### config.mk
export PLATFORM = sky130hd
export DESIGN_NAME = uart_rx_param
export DESIGN_NICKNAME = d
export VERILOG_FILES = /design/src/rtl/uart_pkg.sv /design/src/rtl/uart_sync2.sv /design/src/rtl/uart_rx_param.sv
export SDC_FILE = /design/constraint.sdc
export NUM_CORES = 1
export LEC_CHECK = 0
export BUFFER_PORTS_ARGS = -buffer_cell sky130_fd_sc_hd__clkbuf_2
export CAP_MARGIN = 0
export CORE_MARGIN = 2
export CORE_UTILIZATION = 29
export CTS_CLUSTER_SIZE = 24
export DETAILED_ROUTE_END_ITERATION = 12
export PLACE_DENSITY = 0.55
export SLEW_MARGIN = 20
export SYNTH_ARGS = -nofsm -noshare
export SYNTH_HDL_FRONTEND = slang
export SYNTH_SLANG_ARGS = --single-unit
export TNS_END_PERCENT = 50
### constraint.sdc
create_clock -name clk -period 1.8 [get_ports clk]
set_input_delay 0.27 -clock clk [delete_from_list [all_inputs] [get_ports clk]]
set_output_delay 0.27 -clock clk [all_outputs]
set_load 0.02 [all_outputs]
### src/rtl/uart_pkg.sv
// Shared UART types, parity-mode constants and the parity helper used by the rx path.
package uart_pkg;

    localparam logic [1:0] PAR_NONE = 2'd0;
    localparam logic [1:0] PAR_ODD  = 2'd1;
    localparam logic [1:0] PAR_EVEN = 2'd2;

    typedef enum logic [2:0] {
        S_IDLE   = 3'd0,
        S_START  = 3'd1,
        S_DATA   = 3'd2,
        S_PARITY = 3'd3,
        S_STOP   = 3'd4
    } state_t;

    // Expected parity bit for up to 9 data bits; callers zero-extend narrower words.
    function automatic logic parity_calc(input logic [8:0] data, input logic [1:0] mode);
        case (mode)
            PAR_ODD:  return ~^data;
            PAR_EVEN: return ^data;
            default:  return 1'b0;
        endcase
    endfunction

endpackage

### src/rtl/uart_sync2.sv
// Two-flop synchroniser for a single asynchronous input, with a selectable reset level.
module uart_sync2 #(
    parameter logic RST_VAL = 1'b1
) (
    input  logic clk,
    input  logic rst_n,
    input  logic d,
    output logic q
);

    logic meta_r;

    // Two-stage capture of the asynchronous input.
    always_ff @(posedge clk or negedge rst_n) begin
        if (!rst_n) begin
            meta_r <= RST_VAL;
            q      <= RST_VAL;
        end else begin
            meta_r <= d;
            q      <= meta_r;
        end
    end

endmodule

### src/rtl/uart_rx_param.sv
// Parametrised UART receiver: mid-bit sampling, false-start rejection, and
// parity/framing/overrun reporting on a valid/ready word output.
module uart_rx_param
    import uart_pkg::*;
#(
    parameter int CLKS_PER_BIT = 16,
    parameter int DATA_BITS    = 8,
    parameter int PARITY       = 0,
    parameter int STOP_BITS    = 1
) (
    input  logic                 clk,
    input  logic                 rst_n,
    input  logic                 rx,
    output logic [DATA_BITS-1:0] rx_data,
    output logic                 rx_valid,
    input  logic                 rx_ready,
    output logic                 parity_err,
    output logic                 frame_err,
    output logic                 overrun_err,
    output logic                 busy
);

    localparam int               DIV_W    = $clog2(CLKS_PER_BIT);
    localparam int               CNT_W    = 4;
    localparam logic [DIV_W-1:0] DIV_HALF = DIV_W'(CLKS_PER_BIT / 2 - 1);
    localparam logic [DIV_W-1:0] DIV_LAST = DIV_W'(CLKS_PER_BIT - 1);
    localparam logic [CNT_W-1:0] DATA_END = CNT_W'(DATA_BITS - 1);
    localparam logic [CNT_W-1:0] STOP_END = CNT_W'(STOP_BITS - 1);
    localparam logic [1:0]       PAR_MODE = 2'(PARITY);

    logic                 rx_s;
    logic                 rx_prev;
    state_t               state, state_n;
    logic [DIV_W-1:0]     div, div_n;
    logic [CNT_W-1:0]     cnt, cnt_n;
    logic [DATA_BITS-1:0] shreg, shreg_n;
    logic                 par_bad, par_bad_n;
    logic                 frame_bad, frame_bad_n;
    logic                 done, done_n;

    uart_sync2 #(.RST_VAL(1'b1)) u_sync (
        .clk   (clk),
        .rst_n (rst_n),
        .d     (rx),
        .q     (rx_s)
    );

    // Receiver state, divider, bit counter, shifter and error latches.
    always_ff @(posedge clk or negedge rst_n) begin
        if (!rst_n) begin
            state     <= S_IDLE;
            div       <= '0;
            cnt       <= '0;
            shreg     <= '0;
            par_bad   <= 1'b0;
            frame_bad <= 1'b0;
            done      <= 1'b0;
            rx_prev   <= 1'b1;
        end else begin
            state     <= state_n;
            div       <= div_n;
            cnt       <= cnt_n;
            shreg     <= shreg_n;
            par_bad   <= par_bad_n;
            frame_bad <= frame_bad_n;
            done      <= done_n;
            rx_prev   <= rx_s;
        end
    end

    // Next-state logic; every sample point also wraps the divider to zero.
    always_comb begin
        state_n     = state;
        div_n       = div;
        cnt_n       = cnt;
        shreg_n     = shreg;
        par_bad_n   = par_bad;
        frame_bad_n = frame_bad;
        done_n      = 1'b0;
        case (state)
            S_IDLE: begin
                if (rx_prev && !rx_s) begin
                    state_n     = S_START;
                    div_n       = '0;
                    cnt_n       = '0;
                    par_bad_n   = 1'b0;
                    frame_bad_n = 1'b0;
                end else begin
                    state_n = S_IDLE;
                end
            end
            S_START: begin
                if (div == DIV_HALF) begin
                    div_n   = '0;
                    state_n = rx_s ? S_IDLE : S_DATA;
                end else begin
                    div_n = div + DIV_W'(1);
                end
            end
            S_DATA: begin
                if (div == DIV_LAST) begin
                    div_n   = '0;
                    shreg_n = {rx_s, shreg[DATA_BITS-1:1]};
                    if (cnt == DATA_END) begin
                        cnt_n   = '0;
                        state_n = (PAR_MODE != PAR_NONE) ? S_PARITY : S_STOP;
                    end else begin
                        cnt_n = cnt + CNT_W'(1);
                    end
                end else begin
                    div_n = div + DIV_W'(1);
                end
            end
            S_PARITY: begin
                if (div == DIV_LAST) begin
                    div_n     = '0;
                    par_bad_n = (rx_s != parity_calc(9'(shreg), PAR_MODE));
                    state_n   = S_STOP;
                end else begin
                    div_n = div + DIV_W'(1);
                end
            end
            S_STOP: begin
                if (div == DIV_LAST) begin
                    div_n       = '0;
                    frame_bad_n = frame_bad | ~rx_s;
                    if (cnt == STOP_END) begin
                        cnt_n   = '0;
                        done_n  = 1'b1;
                        state_n = S_IDLE;
                    end else begin
                        cnt_n = cnt + CNT_W'(1);
                    end
                end else begin
                    div_n = div + DIV_W'(1);
                end
            end
            default: begin
                state_n = S_IDLE;
            end
        endcase
    end

    // Output word register, handshake and single-cycle error pulses.
    always_ff @(posedge clk or negedge rst_n) begin
        if (!rst_n) begin
            rx_data     <= '0;
            rx_valid    <= 1'b0;
            parity_err  <= 1'b0;
            frame_err   <= 1'b0;
            overrun_err <= 1'b0;
            busy        <= 1'b0;
        end else begin
            parity_err  <= 1'b0;
            frame_err   <= 1'b0;
            overrun_err <= 1'b0;
            busy        <= (state_n != S_IDLE);
            if (done) begin
                parity_err <= par_bad;
                frame_err  <= frame_bad;
                // A pending unaccepted word wins; the new one is dropped.
                if (!rx_valid || rx_ready) begin
                    rx_data  <= shreg;
                    rx_valid <= 1'b1;
                end else begin
                    overrun_err <= 1'b1;
                end
            end else if (rx_valid && rx_ready) begin
                rx_valid <= 1'b0;
            end
        end
    end

endmodule

Yosys cells after proc, flatten, opt, wreduce, memory -nomap -nowiden
Cells that the tools add are included.

storage, ports and cells
  output and inout port bits = 13
  input bits = 4
  logic and storage cells = 89
  bits in registers = 38

cells by class
  muxes and demuxes = 35
  $add $sub $neg = 2
  equality and inequality tests = 13
  reductions and logical operators = 21
  bitwise gates (word level) = 2

operators by type and width
  cell                                                              number
  4-bit 2-to-1 mux                                                  7
  4-bit one-hot mux with 3 select lines                             2
  3-bit 2-to-1 mux                                                  6
  1-bit 2-to-1 mux                                                  16
  3-bit one-hot mux with 5 select lines                             1
  3-bit nonzero test                                                3
  4-bit by 1-bit adder with 4-bit output (second input constant)    2
  4-bit by 3-bit == test with 1-bit output (second input constant)  2
  2-bit != test (second input constant)                             4
  2-bit AND reduction                                               4
  3-bit by 2-bit == test with 1-bit output (second input constant)  2
  3-bit AND reduction                                               2
  2-bit nonzero test                                                3
  4-bit == test (second input constant)                             1
  4-bit zero test                                                   1
  1-bit one-hot mux with 2 select lines                             2
  4-bit AND reduction                                               1
  3-bit by 1-bit == test with 1-bit output (second input constant)  1
  3-bit == test (second input constant)                             1
  3-bit zero test                                                   1
  3-bit OR reduction                                                1
  1-bit logical AND                                                 2
  1-bit zero test                                                   2
  2-bit 2-to-1 mux                                                  1
  5 further kinds                                                   5

Logic depth before layout (Yosys ltp)
  depth after elaboration = 6
  depth in mapped cells = 7
  gate-level depth less buffers = 6

Hierarchy
From an unflattened synthesis, not the netlist that was laid out.

unflattened totals
  cells, all modules = 149
  area, all modules = 1,805.5 um^2

by module, submodules not included
  module         cells an instance  area an instance (um^2)  instances  sequential area each (um^2)
  uart_rx_param  147                1,752.9                  1          902.1
  uart_sync2     2                  52.6                     1          52.6

Worst setup path before layout
Ideal clock, no wire load.

  path kind = register to register
  start = register div[0]
  end = register shreg[3]
  data arrival time = 1.600 ns
  required time = 1.675 ns
  clock period less this slack = 1.725 ns
  stages on the path, launching flop included = 7
  library setup time = 0.125 ns
  slack = 0.075 ns
  buffers on the path = 2
  cell sequence = dfrtp_1 ha_1 nand3_2 or3_1 buf_6 buf_6 mux2_4

on the way
  longest elaborated chain between the ends = 2

RTL lines
  item                                  line                  RTL
  from (decl)                           uart_rx_param.sv:34   logic [DIV_W-1:0] div, div_n;
  from (signal assigned)                uart_rx_param.sv:61   div <= div_n;
  4-bit == test                         uart_rx_param.sv:101  if (div == DIV_LAST) begin
  2-bit AND reduction (no source line)  -
  to (signal assigned)                  uart_rx_param.sv:63   shreg <= shreg_n;
  to (decl)                             uart_rx_param.sv:36   logic [DATA_BITS-1:0] shreg, shreg_n;

Every way passes these cells.
A chain may end at the register's enable or synchronous reset.

Worst setup path after layout
  start = register div[1]
  end = register cnt[2]

on the way
  longest elaborated chain between the ends = 3
  elaborated cells between the ends (all ways) = 4
  those cells by class = eq/ne (3); reduce/logical (1)

RTL lines
  item                                      line                                        RTL
  4-bit == test (*)                         uart_rx_param.sv:101, uart_rx_param.sv:124
  2-bit != test (no source line)            -
  4-bit AND reduction (no source line) (*)  -
  to (signal assigned)                      uart_rx_param.sv:62                         cnt <= cnt_n;
  to (decl)                                 uart_rx_param.sv:35                         logic [CNT_W-1:0] cnt, cnt_n;

Every way passes the cells marked *; elsewhere a longest branch is shown, timed or not.

==> out/summary.txt <==
core area: 5960 sq um
first-pass GRT wire length: 6010 um
Hold Fails Final Rpt: 0
fin nets: 186
final non-filler cell total: 255
gr ovfl total: 0
layout cell share with drive strength beyond 1: 36.1%
share of async-settable or async-resettable flops after synthesis: 100%
Critical-path top delay cell: dfrtp_1
number of global-route vias before repair: 1309
DR vias: 1228
Final Cell Area: 2180 sq um
commonest non-fill, non-tap cell in the layout: dfrtp_1
Internal: 1600 uW
Cell Area, Placed: 2040 sq um
die width: 82.9 um
commonest cells after routing, fill and taps aside: 34 x dfrtp_1, 16 x clkbuf_2, 11 x mux2_2, 11 x buf_4, 9 x nand2_1
fill count: 599
# rows: 28
Worst slew margin: 68.2%
largest net degree at the start of global routing: 22
Tmin final: 1.69 ns
PortBufs: 16
combinational power share: 30.0%
Sw Ratio: 32.7%
CTS sink count: 38
post-CTS setup repair buffer count: 0
1st-pass router iterations: 4
outcome: finished clean
max incr delay on CP: 0.39 ns
syn avg cell area: 12.1 sq um
overall power: 2380 uW
H-tree Lvls: 2
synthesized area: 1810 sq um
post-synth net total: 156
ant diodes: 0
critical setup path kind: reg -> reg
Root Driver: clkbuf_8
Register Area: 956 sq um
worst min path class: in -> reg
Worst-Skew Late Latency: 0.29 ns
DR WL/cell: 12.8 um
#FFs+latches synth: 38
critical path peak fanout: 7
Clock Skews: 0.00512 ns
Final Cycle Share: 93.6%
Placed Instances: 246
Max Buffers Root-to-Sink: 2
EDFF count, synth: 0
starting density of the core: 30.3%
initial antenna violation count: 0
Reg power frac: 44.4%
DR DRC count: 0
library cells used by synthesis: 47
Die ar.: 6870 sq um
Total GRT Usage: 10.6%
worst-margin pin slew: 0.477 ns
number of CTS-inserted buffers: 5
Buf+Inv Stages, Crit Path: 1
Reg clk slew, reported paths: 0.07 ns
Syn-to-layout area delta: 20.9%
hpwl dp: 2410 um
chip height: 82.9 um
DRT iter0 DRCs: 35
P_leak: 0.00103 uW
Critical Path RT: 2.03 ns
CTS tree: yes
Vias/cell: 4.82
Synth Instances: 149
WP data arrival: 1.91 ns
hold slack: 0.0800 ns
fin util: 36.7%
Seq/Total Area, Yosys: 52.9%
area occupied by multi-input gates: 808 sq um
CP Cell Sequence: ha_2 -> nand3_4 -> or3_4 -> buf_6 -> a2111oi_4 -> a21o_1
Placer Congestion: 0.795
Critical Path End Type: flop
YS warnings: 0
Finish-stage setup viols: 0
pwr dens: 1090 nW/um^2
Slew Viols, Final: 0
antenna-violating nets left: 0
Top-Level Pins: 17
drt total wl: 3260 um
Peak VDD IR: 0.000687 V
Synth Flop Type: dfrtp_1
fmax: 0.593 GHz
Worst setup SP type: flop
max-cap violations: 0
clock share of power: 25.6%
Switch Pwr: 778 uW
Top delay family on crit path: simple AND/OR/NAND/NOR gates
## kinds of logic (layout without fill, tap and decap cells)
logic type                 count (synthesis)  after routing  share of synthesized area (%)
DFF                                       38             38                           52.9
AOI/OAI and AO/OA                         33             33                           13.6
adders and majority gates                  3              3                           2.08
buffers and inverters                     14             45                           4.37
xor gates and xnor gates                   3              3                           1.46
muxes                                     17             17                           11.3
and+or+nand+nor                           41             41                           14.3
## state kept, by name (all words and copies together), names as in the netlist, 3 cells and up
register and count:
div 4, cnt 4, rx_data 8, state 3, shreg 8
## what timing repair did
| action | 4_1_cts | 5_1_grt |
|---|---|---|
| hold buffers | 1 | 0 |
| hold endpoints to repair | 17 | 0 |
| endpoints found under the setup margin | 0 | 4 |
| resized for setup | 0 | 9 |
## cells in the mapped netlist (2+ instances only)
cell / n / share of area [%]
or4b_1: 2 / 1.1
inv_1: 7 / 1.5
nor3b_1: 3 / 1.2
a21oi_1: 6 / 1.7
o2bb2ai_1: 5 / 2.4
clkbuf_1: 2 / 0.42
dfstp_2: 3 / 4.4
buf_4: 3 / 1.2
ha_1: 3 / 2.1
mux2i_1: 2 / 1.1
nand3_1: 4 / 1.1
buf_6: 2 / 1.2
nand2_1: 9 / 1.9
dfrtp_1: 35 / 49
and2_1: 4 / 1.4
mux2_4: 4 / 3.3
o21ai_0: 7 / 1.9
xor2_1: 2 / 0.97
a21o_1: 3 / 1.2
nor2_1: 5 / 1.0
o21a_1: 2 / 0.83
mux2_2: 11 / 6.9
## per-layer routing
metal / global-route usage, % / share of wire (%) / up-vias
li1: - / - / 597
met1: 14.0 / 48 / 607
met2: 16.3 / 47 / 19
met3: 2.88 / 3.3 / 5
met4: 4.32 / 1.3 / 0
met5: 0 / 0 / -
## worst register-to-register path: stages (launching register included)
cell and delay (ns):
dfrtp_1 0.39, ha_2 0.23, nand3_4 0.09, or3_4 0.34, buf_6 0.14, a2111oi_4 0.32, a21o_1 0.11
## layout make-up
| class | instances | share of cell area (%) |
|---|---|---|
| Clock inverter | 2 | 0.573 |
| Timing Repair Buffer | 30 | 9.34 |
| Inverter | 7 | 1.20 |
| Multi-Input combinational cell | 97 | 37.0 |
| Sequential cell | 38 | 43.8 |
| Tap cell | 75 | 4.30 |
| Clock buffer | 6 | 3.78 |
## power by group through the flow
stage / sequential [uW] / clock, uW / combinational [uW]
final: 1060 / 609 / 714
after global routing: 1070 / 678 / 803
after CTS: 1040 / 632 / 683
after detailed placement: 1060 / 0 / 677
after global placement: 1060 / 0 / 672
after floorplan: 1040 / 0 / 469
## metrics by stage
stage                     TNS [ns]  worst slack [ns]
after global routing      -0.00491          -0.00491
after floorplan                  0            0.0745
after detailed placement         0            0.0826
after global placement           0             0.120
final                            0             0.115
after CTS                        0            0.0675
## path summary, 6_finish.rpt
path / from / endpoint / slack [ns] / depth (start not counted)
max in group asynchronous: rst_n / u_sync.meta_r$_DFF_PN1_ / 0.78 / 3
min in group asynchronous: rst_n / rx_data[4]$_DFFE_PN0P_ / 0.46 / 2
setup reg to reg: div[1]$_DFFE_PN0P_ / cnt[2]$_DFFE_PN0P_ / 0.11 / 6
hold / removal: rx / u_sync.meta_r$_DFF_PN1_ / 0.08 / 1
setup / recovery: div[1]$_DFFE_PN0P_ / cnt[2]$_DFFE_PN0P_ / 0.11 / 6
hold reg to reg: u_sync.meta_r$_DFF_PN1_ / u_sync.q$_DFF_PN1_ / 0.36 / 0
No activity file was read; power rests on OpenSTA's default activity.
